$ cat src/rtl/rs_multi_cdb_pkg.sv
// Shared defaults, opcode constants and CDB packing helper for rs_multi_cdb.
// RS_CDB_FIELD(bus, ch, w) selects channel ch of a packed CDB bus.
`ifndef RS_CDB_FIELD
`define RS_CDB_FIELD(bus, ch, w) bus[(ch)*(w) +: (w)]
`endif

package rs_multi_cdb_pkg;
    localparam int RS_DEPTH_DEF = 16;
    localparam int TAG_W_DEF = 4;
    localparam int VAL_W_DEF = 32;
    localparam int OP_W_DEF = 6;
    localparam int CDB_N_DEF = 2;

    localparam logic [5:0] OP_ADD = 6'd1;
    localparam logic [5:0] OP_SUB = 6'd2;
    localparam logic [5:0] OP_AND = 6'd3;
    localparam logic [5:0] OP_OR = 6'd4;
    localparam logic [5:0] OP_XOR = 6'd5;
    localparam logic [5:0] OP_SLT = 6'd6;
endpackage

$ cat src/rtl/rs_multi_cdb_age.sv
// Age matrix for rs_multi_cdb: tracks relative entry age, picks the oldest
// requester.
module rs_age_matrix #(
    parameter int N = 16
) (
    input  logic                 clk,
    input  logic                 rst,
    input  logic                 clr,
    input  logic                 alloc_en,
    input  logic [$clog2(N)-1:0] alloc_idx,
    input  logic [N-1:0]         busy,
    input  logic [N-1:0]         req,
    output logic [N-1:0]         grant
);
    // older[i][j] set: entry j was allocated before entry i
    logic [N-1:0] older [N];

    always_ff @(posedge clk) begin
        if (rst || clr) begin
            for (int i = 0; i < N; i++) older[i] <= '0;
        end else if (alloc_en) begin
            for (int i = 0; i < N; i++) begin
                for (int j = 0; j < N; j++) begin
                    if (i == int'(alloc_idx)) older[i][j] <= busy[j];
                    else if (j == int'(alloc_idx)) older[i][j] <= 1'b0;
                end
            end
        end
    end

    always_comb begin
        grant = '0;
        for (int i = 0; i < N; i++) begin
            grant[i] = req[i] && !(|(older[i] & req));
        end
    end
endmodule

$ cat src/rtl/rs_multi_cdb.sv
// Out-of-order ALU reservation station with CDB_N-channel operand wakeup.
// Define RS_WAKEUP_BYPASS_EN to let same-cycle CDB wakeups dispatch at once.
module rs_multi_cdb
    import rs_multi_cdb_pkg::*;
#(
    parameter int RS_DEPTH = RS_DEPTH_DEF,
    parameter int TAG_W = TAG_W_DEF,
    parameter int VAL_W = VAL_W_DEF,
    parameter int OP_W = OP_W_DEF,
    parameter int CDB_N = CDB_N_DEF
) (
    input  logic                     clk,
    input  logic                     rst_in,
    input  logic                     rdy_in,
    input  logic                     flush,
    input  logic                     issue_valid,
    input  logic [OP_W-1:0]          issue_op,
    input  logic [TAG_W-1:0]         issue_tag,
    input  logic [VAL_W-1:0]         issue_v1,
    input  logic [VAL_W-1:0]         issue_v2,
    input  logic [TAG_W-1:0]         issue_q1,
    input  logic [TAG_W-1:0]         issue_q2,
    input  logic                     issue_r1,
    input  logic                     issue_r2,
    output logic                     full,
    output logic [$clog2(RS_DEPTH):0] count,
    input  logic [CDB_N-1:0]         cdb_valid,
    input  logic [CDB_N*TAG_W-1:0]   cdb_tag,
    input  logic [CDB_N*VAL_W-1:0]   cdb_val,
    output logic                     disp_valid,
    input  logic                     disp_ready,
    output logic [OP_W-1:0]          disp_op,
    output logic [TAG_W-1:0]         disp_tag,
    output logic [VAL_W-1:0]         disp_v1,
    output logic [VAL_W-1:0]         disp_v2
);
    localparam int IDX_W = $clog2(RS_DEPTH);
    localparam int CNT_W = IDX_W + 1;

    // Returns {hit, value}; the lowest matching channel wins.
    function automatic logic [VAL_W:0] lookup(
        input logic [TAG_W-1:0]       q,
        input logic [CDB_N-1:0]       vld,
        input logic [CDB_N*TAG_W-1:0] tags,
        input logic [CDB_N*VAL_W-1:0] vals
    );
        logic [VAL_W:0] res;
        res = '0;
        for (int c = CDB_N - 1; c >= 0; c--) begin
            if (vld[c] && `RS_CDB_FIELD(tags, c, TAG_W) == q) begin
                res = {1'b1, `RS_CDB_FIELD(vals, c, VAL_W)};
            end
        end
        return res;
    endfunction

    logic [RS_DEPTH-1:0] busy, r1, r2;
    logic [OP_W-1:0]     op [RS_DEPTH];
    logic [TAG_W-1:0]    tag [RS_DEPTH];
    logic [TAG_W-1:0]    q1 [RS_DEPTH];
    logic [TAG_W-1:0]    q2 [RS_DEPTH];
    logic [VAL_W-1:0]    v1 [RS_DEPTH];
    logic [VAL_W-1:0]    v2 [RS_DEPTH];

    logic [VAL_W:0]      w1 [RS_DEPTH];
    logic [VAL_W:0]      w2 [RS_DEPTH];
    logic [VAL_W:0]      iw1, iw2;
    logic [RS_DEPTH-1:0] er1, er2, eligible, grant;
    logic [VAL_W-1:0]    ev1 [RS_DEPTH];
    logic [VAL_W-1:0]    ev2 [RS_DEPTH];
    logic [IDX_W-1:0]    free_idx;
    logic [CNT_W-1:0]    cnt;
    logic                issue_go, disp_go;

    always_comb begin
        iw1 = lookup(issue_q1, cdb_valid, cdb_tag, cdb_val);
        iw2 = lookup(issue_q2, cdb_valid, cdb_tag, cdb_val);
        for (int i = 0; i < RS_DEPTH; i++) begin
            w1[i] = lookup(q1[i], cdb_valid, cdb_tag, cdb_val);
            w2[i] = lookup(q2[i], cdb_valid, cdb_tag, cdb_val);
`ifdef RS_WAKEUP_BYPASS_EN
            er1[i] = r1[i] | w1[i][VAL_W];
            er2[i] = r2[i] | w2[i][VAL_W];
            ev1[i] = r1[i] ? v1[i] : w1[i][VAL_W-1:0];
            ev2[i] = r2[i] ? v2[i] : w2[i][VAL_W-1:0];
`else
            er1[i] = r1[i];
            er2[i] = r2[i];
            ev1[i] = v1[i];
            ev2[i] = v2[i];
`endif
        end
    end

    assign eligible = busy & er1 & er2;

    always_comb begin
        free_idx = '0;
        cnt = '0;
        for (int i = RS_DEPTH - 1; i >= 0; i--) begin
            if (!busy[i]) free_idx = IDX_W'(i);
        end
        for (int i = 0; i < RS_DEPTH; i++) cnt = cnt + CNT_W'(busy[i]);
    end

    assign count = cnt;
    assign full = (cnt == CNT_W'(RS_DEPTH));
    assign disp_valid = (|eligible) && rdy_in && !flush;
    assign disp_go = disp_valid && disp_ready;
    assign issue_go = rdy_in && issue_valid && !full && !flush;

    // grant is one-hot or zero, so an OR-mux suffices
    always_comb begin
        disp_op = '0;
        disp_tag = '0;
        disp_v1 = '0;
        disp_v2 = '0;
        for (int i = 0; i < RS_DEPTH; i++) begin
            if (grant[i]) begin
                disp_op = disp_op | op[i];
                disp_tag = disp_tag | tag[i];
                disp_v1 = disp_v1 | ev1[i];
                disp_v2 = disp_v2 | ev2[i];
            end
        end
    end

    rs_age_matrix #(.N(RS_DEPTH)) u_age (
        .clk       (clk),
        .rst       (rst_in),
        .clr       (rdy_in && flush),
        .alloc_en  (issue_go),
        .alloc_idx (free_idx),
        .busy      (busy),
        .req       (eligible),
        .grant     (grant)
    );

    always_ff @(posedge clk) begin
        if (rst_in) begin
            busy <= '0;
            r1 <= '0;
            r2 <= '0;
        end else if (rdy_in) begin
            if (flush) begin
                busy <= '0;
            end else begin
                for (int i = 0; i < RS_DEPTH; i++) begin
                    if (busy[i] && !r1[i] && w1[i][VAL_W]) begin
                        r1[i] <= 1'b1;
                        v1[i] <= w1[i][VAL_W-1:0];
                    end
                    if (busy[i] && !r2[i] && w2[i][VAL_W]) begin
                        r2[i] <= 1'b1;
                        v2[i] <= w2[i][VAL_W-1:0];
                    end
                    if (disp_go && grant[i]) busy[i] <= 1'b0;
                end
                if (issue_go) begin
                    busy[free_idx] <= 1'b1;
                    op[free_idx] <= issue_op;
                    tag[free_idx] <= issue_tag;
                    q1[free_idx] <= issue_q1;
                    q2[free_idx] <= issue_q2;
                    r1[free_idx] <= issue_r1 | iw1[VAL_W];
                    r2[free_idx] <= issue_r2 | iw2[VAL_W];
                    v1[free_idx] <= issue_r1 ? issue_v1 : iw1[VAL_W-1:0];
                    v2[free_idx] <= issue_r2 ? issue_v2 : iw2[VAL_W-1:0];
                end
            end
        end
    end

`ifndef SYNTHESIS
    logic dup_tag;
    always_comb begin
        dup_tag = 1'b0;
        for (int a = 0; a < CDB_N; a++) begin
            for (int b = a + 1; b < CDB_N; b++) begin
                if (cdb_valid[a] && cdb_valid[b] &&
                    `RS_CDB_FIELD(cdb_tag, a, TAG_W) ==
                    `RS_CDB_FIELD(cdb_tag, b, TAG_W)) dup_tag = 1'b1;
            end
        end
    end

    always @(posedge clk) begin
        if (!rst_in && rdy_in) begin
            assert (!(issue_valid && full && !flush))
                else $warning("rs_multi_cdb: issue while full dropped");
            assert (!dup_tag)
                else $warning("rs_multi_cdb: same tag on two CDB channels");
        end
    end
`endif
endmodule

$ cat config.mk
export PLATFORM = sky130hd
export DESIGN_NAME = rs_multi_cdb
export DESIGN_NICKNAME = d
export VERILOG_FILES = /design/src/rtl/rs_multi_cdb_pkg.sv /design/src/rtl/rs_multi_cdb_age.sv /design/src/rtl/rs_multi_cdb.sv
export SDC_FILE = /design/constraint.sdc
export NUM_CORES = 2
export LEC_CHECK = 0
export BUFFER_PORTS_ARGS = -buffer_cell sky130_fd_sc_hd__buf_2
export CAP_MARGIN = 15
export CORE_AREA = 2 2 390 585
export CTS_BUF_LIST = sky130_fd_sc_hd__clkbuf_16
export CTS_CLUSTER_SIZE = 25
export DETAILED_ROUTE_END_ITERATION = 16
export DIE_AREA = 0 0 392 587
export GPL_ROUTABILITY_DRIVEN = 0
export PLACE_DENSITY = 0.58
export REMOVE_ABC_BUFFERS = 1
export SLEW_MARGIN = 20
export SYNTH_ARGS = -nofsm -noshare
export SYNTH_HDL_FRONTEND = slang
export SYNTH_SLANG_ARGS = --single-unit
$ cat constraint.sdc
create_clock -name clk -period 6.76 [get_ports clk]
set_input_delay 1.014 -clock clk [delete_from_list [all_inputs] [get_ports clk]]
set_output_delay 1.014 -clock clk [all_outputs]
set_load 0.02 [all_outputs]
==> implementation parameters <==
Parameter                              Value

Drt
  Overall via count from detail_route ... around 76000
  Via density ... 7.20
  Number of nets with antenna violations after detailed routing ... 0
  Number of DRC markers in iteration 0 ... approximately 13000
  Number of optimization iterations in the first detailed-route pass ... 9
  Routed Wire Length ... 424000 um
  Average detailed-routed wire length per instance ... slightly above 40 um
  Number of design rule violations left after detail routing ... 0

Critical path
  Required time of the critical path ... 5.75 ns
  Arrival time of data at the critical path endpoint ... ~5.5 ns
  Chain of cells forming the critical path ... buf_4 > buf_4 > nand4_1 > o2111ai_1 > nor4_2 > buf_4 > buf_4 > a221oi_1 > nand4_1 > buf_2
  Largest incremental delay on the critical path ... 0.94 ns
  Critical-path top delay cell ... nor4_2
  Critical path startpoint category ... flop
  Critical path buffer and inverter count ... 5
  Largest fanout on the critical path ... 33
  Crit end category ... output pin
  Kind of cell adding the most delay to the critical path ... buffers and inverters
  Critical setup path kind ... reg -> out
  Cell occurring most often along the worst timing path ... buf_4

Floorplanning
  Number of placed I/O pins ... ~250
  Horiz. Die Dim ... about 390 um
  DIE AREA ... 230000 um2
  Initial Util ... roughly two fifths
  Row count ... 214
  Height of the die ... 587 um
  CORE AREA ... 225000 um2

Yosys
  Area of the mapped netlist ... 89400 um2
  Post-synthesis register bit count ... between 1500 and 2000
  Sequential element share of the synthesized area ... 53.7%
  Share of async-settable or async-resettable flops after synthesis ... 0%
  Yosys warning total ... 0
  Primary FF master, synth ... edfxtp_1
  Synthesized-area fraction occupied by ao, oa, aoi and oai cells ... 16.1%
  Adder-cell share of the synthesized area ... 0.294%
  Number of flops mapped to enable cells by yosys ... 1568
  Post-synthesis cell count ... 7546
  Post-Synth XOR/XNOR Area ... about 2.7%
  Combinational family with the most area after synthesis ... compound AO/OA/AOI/OAI gates
  Area share of and/or/nand/nor cells after synthesis ... 7.67%
  Per-instance average area after synthesis ... 11.8 um2
  Number of distinct library cells after synthesis ... 78
  Multiplexer area fraction after synthesis ... 13.8%

Power
  Worst voltage drop across the vdd grid ... 180 uV
  Static power due to leakage ... 37.6 nW
  Power density normalized to cell area ... 215 nW/um2

STA
  Minimum setup slack in the final design ... 0.217 ns
  Max-slew violation total from the final report ... 0
  Period minus WS final ... between 6 and 7 ns
  Highest achievable clock rate ... 153 MHz
  Number of hold violations in the final report ... 0
  Headroom to the max-slew limit ... 18.2%
  Count of final setup violators ... 0
  Post-route clock period utilization ... 96.8%
  Unrepaired setup endpoints after global routing ... no
  Final setup skew ... around 0.042 ns
  Slew at the pin closest to its max-slew limit ... 1.22 ns

Clock network
  Clock-pin slew on the worst setup and hold paths ... 0.07 ns
  Number of instances resized during post-cts repair ... 0
  TritonCTS clock tree ... built
  Master cell of the clock root buffer ... clkbuf_16
  Post-CTS Repair Setup Buffers ... 0
  Clock sink count ... approximately 1600
  Total CTS buffers ... 168
  Post-CTS Hold Fix Bufs ... 0
  Maximum level of the CTS H-tree ... 4
  Clock latency of the later-clocked register in the worst-skew pair ... 0.85 ns
  Deepest clock path buffer count ... 4

Cells and area
  Most common library cell in the layout ignoring fill and taps ... edfxtp_1
  Layout fillers ... approximately 21000
  Count of non-filler cells in the finished layout ... 10500
  Fraction of layout instances using a drive strength above 1 ... 18.0%
  Number of nets in the layout ... 7533
  Commonest cells after routing, fill and taps aside ... edfxtp_1, mux2i_1, a22oi_1
  Synthesis-to-layout area growth ... 12.2%

Run
  Max capacitance violation total ... 0

Global route
  Global-route congestion overflow total ... 0
  Via count of the first global-routing pass ... 74100
  Initial antenna violation count ... 35
  GRT Total Usage ... 35.7%
  Wire length of the first global-routing pass ... around 580000 um
  Largest net degree at the start of global routing ... 129

Place
  Worst slack at placement ... 0.704 ns
  Half-perimeter wire length after detailed placement ... 243000 um
  Number of I/O port buffers ... around 240
  Cell total after placement ... 10200

Hold path
  Worst hold path type ... in -> reg

Outcome
  Run status ... finished clean
cell families after synthesis:
family,after synthesis
AND/OR/NAND/NOR,1318
XOR/XNOR,274
adder cells (fa/ha/maj),15
AO/OA/AOI/OAI,1848
flip-flops,1616
other,1
multiplexers,1216
buffers and inverters,1258
state kept, by name (all words and copies together) (netlist names):
name and count:
q1 64, u_age.older 256, op 96, busy 16, v2 512, v1 512
er1 16, tag 64, q2 64, er2 16
final cells by class:
| type | count | area (um2) | area share, % |
|---|---|---|---|
| sequential | 1616 | 48000 | 47.9 |
| multi-input combinational | 4680 | 37600 | 37.5 |
| timing repair buffer | 647 | 4930 | 4.92 |
| clock buffer | 169 | 4230 | 4.22 |
| tap | 3024 | 3780 | 3.77 |
| inverter | 241 | 905 | 0.902 |
| clock inverter | 118 | 782 | 0.780 |
| antenna | 17 | 42.5 | 0.0424 |
final timing paths:
kind	depth (start not counted)	endpoint	slack [ns]	startpoint
min	1	tag[14][2]	0.55	issue_tag[2]
min reg2reg	2	er2[5]	0.69	er2[5]
max	10	disp_v2[6]	0.22	er2[1]
max reg2reg	20	v1[5][21]	0.57	busy[11]
cells in the mapped netlist (all sizes together) (5+ instances only):
cell type / number / area, um2
a22o: 296 / 2590
edfxtp: 1568 / 47100
and4: 6 / 52.6
nor2: 172 / 646
nand2: 331 / 1240
o2111ai: 65 / 569
nor3: 78 / 422
ha: 5 / 62.6
mux2: 160 / 1800
xor2: 153 / 1340
o21ai: 115 / 579
dfxtp: 48 / 961
o221a: 10 / 113
a22oi: 703 / 5280
clkbuf: 706 / 2650
o211ai: 37 / 278
nor4: 42 / 284
nor2b: 19 / 119
a221oi: 397 / 3480
buf: 311 / 1540
inv: 241 / 905
fa: 10 / 200
or2: 97 / 607
nand2b: 12 / 75.1
and2: 19 / 119
a211oi: 20 / 160
a31oi: 6 / 37.5
o31ai: 19 / 143
and3: 103 / 644
and4b: 16 / 160
o21a: 9 / 67.6
mux2i: 1056 / 10600
nand4: 267 / 1680
a21oi: 125 / 637
a21o: 5 / 37.5
a2111oi: 9 / 87.6
xnor2: 121 / 1060
nand3: 146 / 731
stage by stage:
| step | setup TNS, ns | area (um2) | hold slack (ns) | utilization, % | power, mW |
|---|---|---|---|---|---|
| 3_3_place_gp | 0 | 95100 | 0.624 | 42.2 | 12.7 |
| 3_5_place_dp | 0 | 95200 | 0.629 | 42.2 | 12.7 |
| 6_report | 0 | 100000 | 0.553 | 44.5 | 21.6 |
| 2_1_floorplan | -4348.01 | 85200 | 0.569 | - | 11.8 |
| 4_1_cts | 0 | 100000 | 0.515 | 44.4 | 21.5 |
| 5_1_grt | 0 | 100000 | 0.550 | 44.5 | 22.0 |
power by group:
part	switching, mW	leakage [nW]	internal [mW]	total, mW
Clock	4.20	2.57	4.84	9.04
Sequential	0.0317	14.0	11.0	11.0
Combinational	1.11	21.0	0.405	1.52
layer usage:
| layer | vias up | global-route usage, % | wire (um) |
|---|---|---|---|
| met4 | 36 | 29.2 | 41600 |
| met1 | 37500 | 41.4 | 139000 |
| met3 | 2118 | 10.2 | 55200 |
| li1 | 29000 | - | - |
| met2 | 6968 | 54.8 | 188000 |
| met5 | - | 0 | 215 |
Note: power is estimated with default switching activity, not from simulation.
